--- src/rtl/bram_burst_reader.sv ---
// rtl/bram_burst_reader.sv - BRAM burst read controller with valid/ready output stream and running sum
module bram_burst_reader #(
    parameter int ADDR_W   = 4,
    parameter int DATA_W   = 8,
    parameter int READ_LAT = 1,
    parameter int SUM_W    = 12
) (
    input  logic              clk,
    input  logic              rst,
    input  logic              start,
    input  logic [ADDR_W-1:0] base_addr,
    input  logic [ADDR_W-1:0] len,
    output logic              busy,
    output logic              done,
    output logic              ena,
    output logic              wea,
    output logic [ADDR_W-1:0] addra,
    input  logic [DATA_W-1:0] douta,
    output logic [DATA_W-1:0] out_data,
    output logic              out_valid,
    input  logic              out_ready,
    output logic              out_last,
    output logic [SUM_W-1:0]  sum,
    output logic              sum_ovf
);

    typedef enum logic [2:0] {
        S_IDLE,
        S_RD,
        S_WAIT,
        S_PRESENT,
        S_DONE
    } state_t;

    // Index of the WAIT cycle whose closing edge sees valid douta.
    localparam logic [1:0] WAIT_LAST = 2'(READ_LAT - 1);

    state_t            r_state;
    state_t            w_next;
    logic [ADDR_W-1:0] r_base;
    logic [ADDR_W-1:0] r_len;
    logic [ADDR_W-1:0] r_count;
    logic [1:0]        r_wait;
    logic              r_ena;
    logic [ADDR_W-1:0] r_addra;
    logic [DATA_W-1:0] r_out_data;
    logic [SUM_W-1:0]  r_sum;
    logic              r_sum_ovf;

    logic              w_last;
    logic [ADDR_W-1:0] w_count_nxt;
    logic [SUM_W:0]    w_sum_ext;

    assign w_last      = (r_count == r_len);
    assign w_count_nxt = r_count + 1'b1;
    // One extra bit catches the carry out of the SUM_W-bit accumulator.
    assign w_sum_ext   = {1'b0, r_sum} + {{(SUM_W + 1 - DATA_W){1'b0}}, r_out_data};

    // State register; reset drops any burst and in-flight read at once.
    always_ff @(posedge clk or posedge rst) begin
        if (rst) begin
            r_state <= S_IDLE;
        end else begin
            r_state <= w_next;
        end
    end

    // Next-state decode; start is only looked at in IDLE.
    always_comb begin
        w_next = r_state;
        case (r_state)
            S_IDLE:    if (start) w_next = S_RD;
            S_RD:      w_next = S_WAIT;
            S_WAIT:    if (r_wait == WAIT_LAST) w_next = S_PRESENT;
            S_PRESENT: if (out_ready) w_next = w_last ? S_DONE : S_RD;
            S_DONE:    w_next = S_IDLE;
            default:   w_next = S_IDLE;
        endcase
    end

    // Datapath: command latch, BRAM address/enable, read capture and accumulator.
    always_ff @(posedge clk or posedge rst) begin
        if (rst) begin
            r_base     <= '0;
            r_len      <= '0;
            r_count    <= '0;
            r_wait     <= '0;
            r_ena      <= 1'b0;
            r_addra    <= '0;
            r_out_data <= '0;
            r_sum      <= '0;
            r_sum_ovf  <= 1'b0;
        end else begin
            r_ena <= 1'b0;
            case (r_state)
                S_IDLE: begin
                    if (start) begin
                        r_base    <= base_addr;
                        r_len     <= len;
                        r_count   <= '0;
                        r_sum     <= '0;
                        r_sum_ovf <= 1'b0;
                        r_ena     <= 1'b1;
                        r_addra   <= base_addr;
                    end
                end
                S_RD: begin
                    r_wait <= '0;
                end
                S_WAIT: begin
                    r_wait <= r_wait + 1'b1;
                    if (r_wait == WAIT_LAST) r_out_data <= douta;
                end
                S_PRESENT: begin
                    if (out_ready) begin
                        r_sum     <= w_sum_ext[SUM_W-1:0];
                        r_sum_ovf <= r_sum_ovf | w_sum_ext[SUM_W];
                        if (!w_last) begin
                            // Address wraps naturally at 2^ADDR_W.
                            r_count <= w_count_nxt;
                            r_ena   <= 1'b1;
                            r_addra <= r_base + w_count_nxt;
                        end
                    end
                end
                default: begin
                end
            endcase
        end
    end

    assign busy      = (r_state == S_RD) || (r_state == S_WAIT) || (r_state == S_PRESENT);
    assign done      = (r_state == S_DONE);
    assign ena       = r_ena;
    assign wea       = 1'b0;
    assign addra     = r_addra;
    assign out_data  = r_out_data;
    assign out_valid = (r_state == S_PRESENT);
    assign out_last  = (r_state == S_PRESENT) && w_last;
    assign sum       = r_sum;
    assign sum_ovf   = r_sum_ovf;

endmodule
--- config.mk ---
export PLATFORM = sky130hd
export DESIGN_NAME = bram_burst_reader
export DESIGN_NICKNAME = d
export VERILOG_FILES = /design/src/rtl/bram_burst_reader.sv
export SDC_FILE = /design/constraint.sdc
export NUM_CORES = 1
export LEC_CHECK = 0
export ABC_CLOCK_PERIOD_IN_PS = 1900
export CORE_ASPECT_RATIO = 1.75
export CORE_UTILIZATION = 46
export DETAILED_ROUTE_END_ITERATION = 8
export GPL_ROUTABILITY_DRIVEN = 1
export PLACE_DENSITY_LB_ADDON = 0.2
export SLEW_MARGIN = 25
export SYNTH_ARGS = -nofsm -noshare
export SYNTH_HDL_FRONTEND = slang
export SYNTH_SLANG_ARGS = --single-unit
--- constraint.sdc ---
create_clock -name clk -period 1.9 [get_ports clk]
set_clock_uncertainty 0.2 [all_clocks]
set_input_delay 0.285 -clock clk [delete_from_list [all_inputs] [get_ports clk]]
set_output_delay 0.285 -clock clk [all_outputs]
set_load 0.02 [all_outputs]
# After elaboration in Yosys (flattened, before gate mapping)
# Cells that the tools add are included.
# totals
ff_bits	43
input_bits	20
out_inout_bits	31
word_cells	60
# classes
n_addsub	4
mux	24
bitwise	1
n_reduce_logical	12
n_eq_ne	9
# op_table
cell	n
$mux W12	2
$mux W4	6
$pmux W12 S2	1
$pmux W4 S2	2
$add A12 B8 Y13	1
$mux W3	4
$pmux W3 S4	1
$eq A3 B2 Y1 const B	2
$ne A2 B2 Y1 const B	3
$reduce_and A3 Y1	2
$mux W1	5
$add A4 B1 Y4 const B	1
$add A4 B4 Y4	1
$eq A4 B4 Y1	1
$pmux W1 S2	2
$pmux W2 S2	1
$reduce_and A2 Y1	2
$reduce_and A4 Y1	1
$reduce_bool A2 Y1	2
$eq A3 B1 Y1 const B	1
$eq A3 B3 Y1 const B	1
$logic_not A3 Y1	1
$add A2 B1 Y2 const B	1
$logic_not A2 Y1	1
other kinds (4)	5

# Logic depth before layout (Yosys ltp)
# depth
ltp_word	5
depth_mapped	9
ltp_nobuf	8

# Worst setup path after synthesis
# Ideal clock, no wire load.
# synth_path
path_kind	flip-flop to flip-flop
from	register r_out_data[0], in the netlist out_data[0]
to	register r_sum[8], in the netlist sum[8]
path_stages_with_launch	8
n_path_buf	0
setup_ns	0.132
t_required_ns	1.568
arrival_time_ns	1.840
period_less_slack_ns	2.172
slack_ns	-0.272
path_cell_list	dfrtp_1 > ha_1 > fa_1 > a211oi_1 > o211ai_1 > nand3_1 > xor2_1 > nor2_1
# synth_via
elab_chain_len	3
# synth_lines
element	line_no	source
start: declaration	46	logic [DATA_W-1:0] r_out_data;
start signal: assignment	112	if (r_wait == WAIT_LAST) r_out_data <= douta;
$add A12 B8 Y13	57	assign w_sum_ext = {1'b0, r_sum} + {{(SUM_W + 1 - DATA_W){1'b0}}, r_out_data};
$mux W12	115	if (out_ready) begin
$pmux W12 S2	95	case (r_state)
end signal: assignment	116	r_sum <= w_sum_ext[SUM_W-1:0];
end: declaration	47	logic [SUM_W-1:0] r_sum;
# No other way between the ends. The select of a mux whose other input is x is not followed.
# A chain may end at the register's enable or synchronous reset.

# Final worst setup path
# layout_path
from	register r_sum[1], in the netlist sum[1]
to	register r_sum[11], in the netlist sum[11]
# layout_via
elab_chain_len	3
# layout_lines
element	line_no
$add A12 B8 Y13	57
$mux W12	115
$pmux W12 S2	95
# No other way between the ends. The select of a mux whose other input is x is not followed.

==> impl_metrics.yaml <==
status:
  run_status: "finished, violations left"
  failed_checks: "setup timing"
synthesis:
  synth_ff_type: "dfrtp_1"
  ys_types: 49
  synth_cells: 237
  synthXorXnorAreaFrac: 0.0516
  synth_edf_count: 0
  synth_top_family_by_area: "simple AND/OR/NAND/NOR gates"
  ys_ff_latch: 43
  seq_area_frac_synth: 0.453
  synthArstFlopShare: 1.00
  netlist_area_um2: 2380
  muxShareOfSynthArea: 0.0548
  synth-compound-area-share: 0.152
  syn-num-nets: 272
  yosysTopAreaCell: "dfrtp_1"
  ys_top_cells_by_area: "dfrtp_1 45%, ha_1 6.8%, nand2_1 6.8%"
  yosys.area.top_type_share: 0.453
  yosysWarningCount: 0
  yosys.area_share.adder: 0.0853
  synth-simple-area-share: 0.162
  syn_area_per_cell_um2: 10.0
sta:
  period_minus_slack_ns: 2.03
  worst_slack_ns: -0.128
  rsz0062_at_grt: "true"
  setup_violations: 9
  hold_viol: 0
  fmax_mhz: 493
  finalCritPeriodShare: 1.07
  finalMaxSlewViolations: 0
placement:
  place_ws_ns: -0.123
  numPortBuffers: 49
  placed_cells: 371
  dp_hpwl_mm: 4.16
  place.gp.congestion: 0.870
power_and_ir_drop:
  power_density_nw_per_um2: 1940
  p_comb_frac: 0.655
  power_leakage_nw: 1.72
  pwr-share-seq: 0.239
  sw_frac_of_total: 0.402
  power_switching_mw: 2.82
  p_int_mw: 4.19
  clock_power_share: 0.106
  ir_worst_vdd_v: 0.00140
final_layout:
  layout.cells.non_filler: 391
  layout_commonest_cell: "buf_4"
  drive_gt1_frac: 0.306
  nets: 371
  antenna_cells: 0
  area_delta_synth_final_pct: 52.1
  most-common-layout-cells: "45 x buf_4, 43 x nand2_1, 39 x clkdlybuf4s50_1, 36 x dfrtp_1"
global_route:
  grt_pass1_wl_mm: 9.48
  grt_max_degree: 44
  grt_overflow: 0
  grt_use_total: 0.221
  grt_pass1_vias: 2172
  antenna_found_initial: 0
clock_network:
  ctsHoldBuffers: 0
  cts_tree: "yes"
  clkLatencyLatePin_ns: 0.30
  cts.reportedPaths.clkPinSlew_ns: 0.08
  cts_buffer_depth: 2
  cts_made_buffers: 5
  cts_root_buf: "clkbuf_8"
  htree_levels: 2
  cts_sinks: 43
die:
  die_area_um2: 5470
  num_io_pins: 51
  initial_core_util: 0.477
  die_x_um: 56.3
  row_count: 34
  die_y_um: 97.1
  core-area_um2: 4980
route:
  drc: 0
  vias_per_cell: 5.34
  wl_per_cell_um: 14.8
  vias: 2088
  dr.pass1.iters: 4
  ant_nets: 0
  wirelength_mm: 5.80
  first_iter_violations: 44
worst_setup_path:
  start_kind: "flip-flop"
  reg2reg_depth: 6
  cp_max_fo: 4
  worstPathRequired_ns: 1.89
  r2r_start: "sum[1]"
  rrSetupSlack_ns: -0.13
  cpMostUsedCell: "a211o_1"
  cp.buffers_inverters: 0
  end_kind: "flip-flop"
  slowest_stage: "dfrtp_2"
  worstPathCellList: "ha_4 -> a211o_1 -> a211o_1 -> a31oi_4 -> nor4_2 -> o21a_1"
  cp_slowest_stage_delay_ns: 0.45
  path_delay_family: "compound AO/OA/AOI/OAI gates"
  reg2reg_to: "sum[11]"
  criticalPathCategory: "flip-flop to flip-flop"
  worstPathArrival_ns: 2.02
hold_path:
  hold_class: "primary input to async pin"
flow_run:
  maxCapViolCount: 0
power groups by stage:
stage          Sequential [mW]  Combinational, mW  Clock [mW]
3_5_place_dp              1.68               4.12           0
5_1_grt                   1.73               5.00       0.796
3_3_place_gp              1.67               4.05           0
4_1_cts                   1.68               4.31       0.761
2_1_floorplan             1.94               2.23           0
6_report                  1.68               4.59       0.743
worst max path at each step:
stage / cells after the start / from / slack [ns] / endpoint
floorplan: 6 / sum[2] / -0.09 / sum[11]
global placement: 7 / out_data[0] / -0.11 / sum[8]
detailed placement: 6 / sum[1] / -0.12 / sum[11]
CTS: 6 / sum[1] / -0.13 / sum[11]
global route: 7 / out_data[0] / -0.19 / sum_ovf
finish: 6 / sum[1] / -0.13 / sum[11]
worst register-to-register path: stages, from the launching register on:
cell,delay [ns]
dfrtp_2,0.45
ha_4,0.25
a211o_1,0.28
a211o_1,0.33
a31oi_4,0.20
nor4_2,0.05
o21a_1,0.16
kinds of logic (layout without fill, tap and decap cells):
kind of cell             after synthesis  in the layout
AO/OA/AOI/OAI                         54             54
XOR/XNOR                              14             14
adder cells (fa/ha/maj)               15             15
buffers and inverters                 17            117
flip-flops                            43             43
multiplexers                          12             12
other                                  1              1
AND/OR/NAND/NOR                       81             81
state kept, by name, indices dropped and copies added, names as in the netlist:
signal and cells:
sum 12, out_data 8, addra 4, r_base 4
r_count 4, r_len 4, r_state 3, r_wait 2
ena 1, sum_ovf 1
synthesized netlist by cell type, types with 3 or more instances:
master / n
buf_2: 4
mux2i_1: 4
dfrtp_1: 43
nor3_1: 3
a21o_1: 7
o21ai_0: 9
xnor2_1: 9
nand2_1: 43
inv_1: 6
o211ai_1: 3
xor2_1: 5
mux2_2: 5
o21ai_1: 7
nor2_1: 9
mux2_1: 3
ha_1: 13
nand3_1: 12
nand2b_1: 3
a21oi_1: 11
what timing repair did:
| action | CTS | global route |
|---|---|---|
| cloned | 0 | 1 |
| setup buffers | 3 | 8 |
| pin swaps | 11 | 17 |
| resized for setup | 24 | 21 |
| endpoints found under the setup margin | 16 | 18 |
layout make-up:
type | instances | area, um2
Inverter | 7 | 31.3
Multi-Input combinational cell | 177 | 1370
Clock buffer | 6 | 82.6
Tap cell | 54 | 67.6
Clock inverter | 2 | 35.0
Timing Repair Buffer | 102 | 943
Fill cell | 377 | 1360
Sequential cell | 43 | 1080
through the flow:
stage                util  setup TNS (ns)  hold WS (ns)  total power, mW  instance area [um2]
floorplan               -          -0.272         0.190             4.17                 2460
global placement    0.664          -0.574         0.264             5.72                 3300
detailed placement  0.664          -0.766         0.279             5.80                 3300
CTS                 0.703          -0.682         0.162             6.75                 3500
global route        0.726           -1.42         0.205             7.53                 3610
finish              0.726          -0.719         0.147             7.02                 3610
metal layers:
metal	vias up	track usage	share of wire	wire length (um)
met5	-	0	0	0
li1	1024	-	-	-
met2	45	0.427	0.58	3340
met1	1004	0.224	0.37	2160
met3	15	0.0320	0.024	141
met4	0	0.0994	0.028	163
No activity file was read; power rests on OpenSTA's default activity.
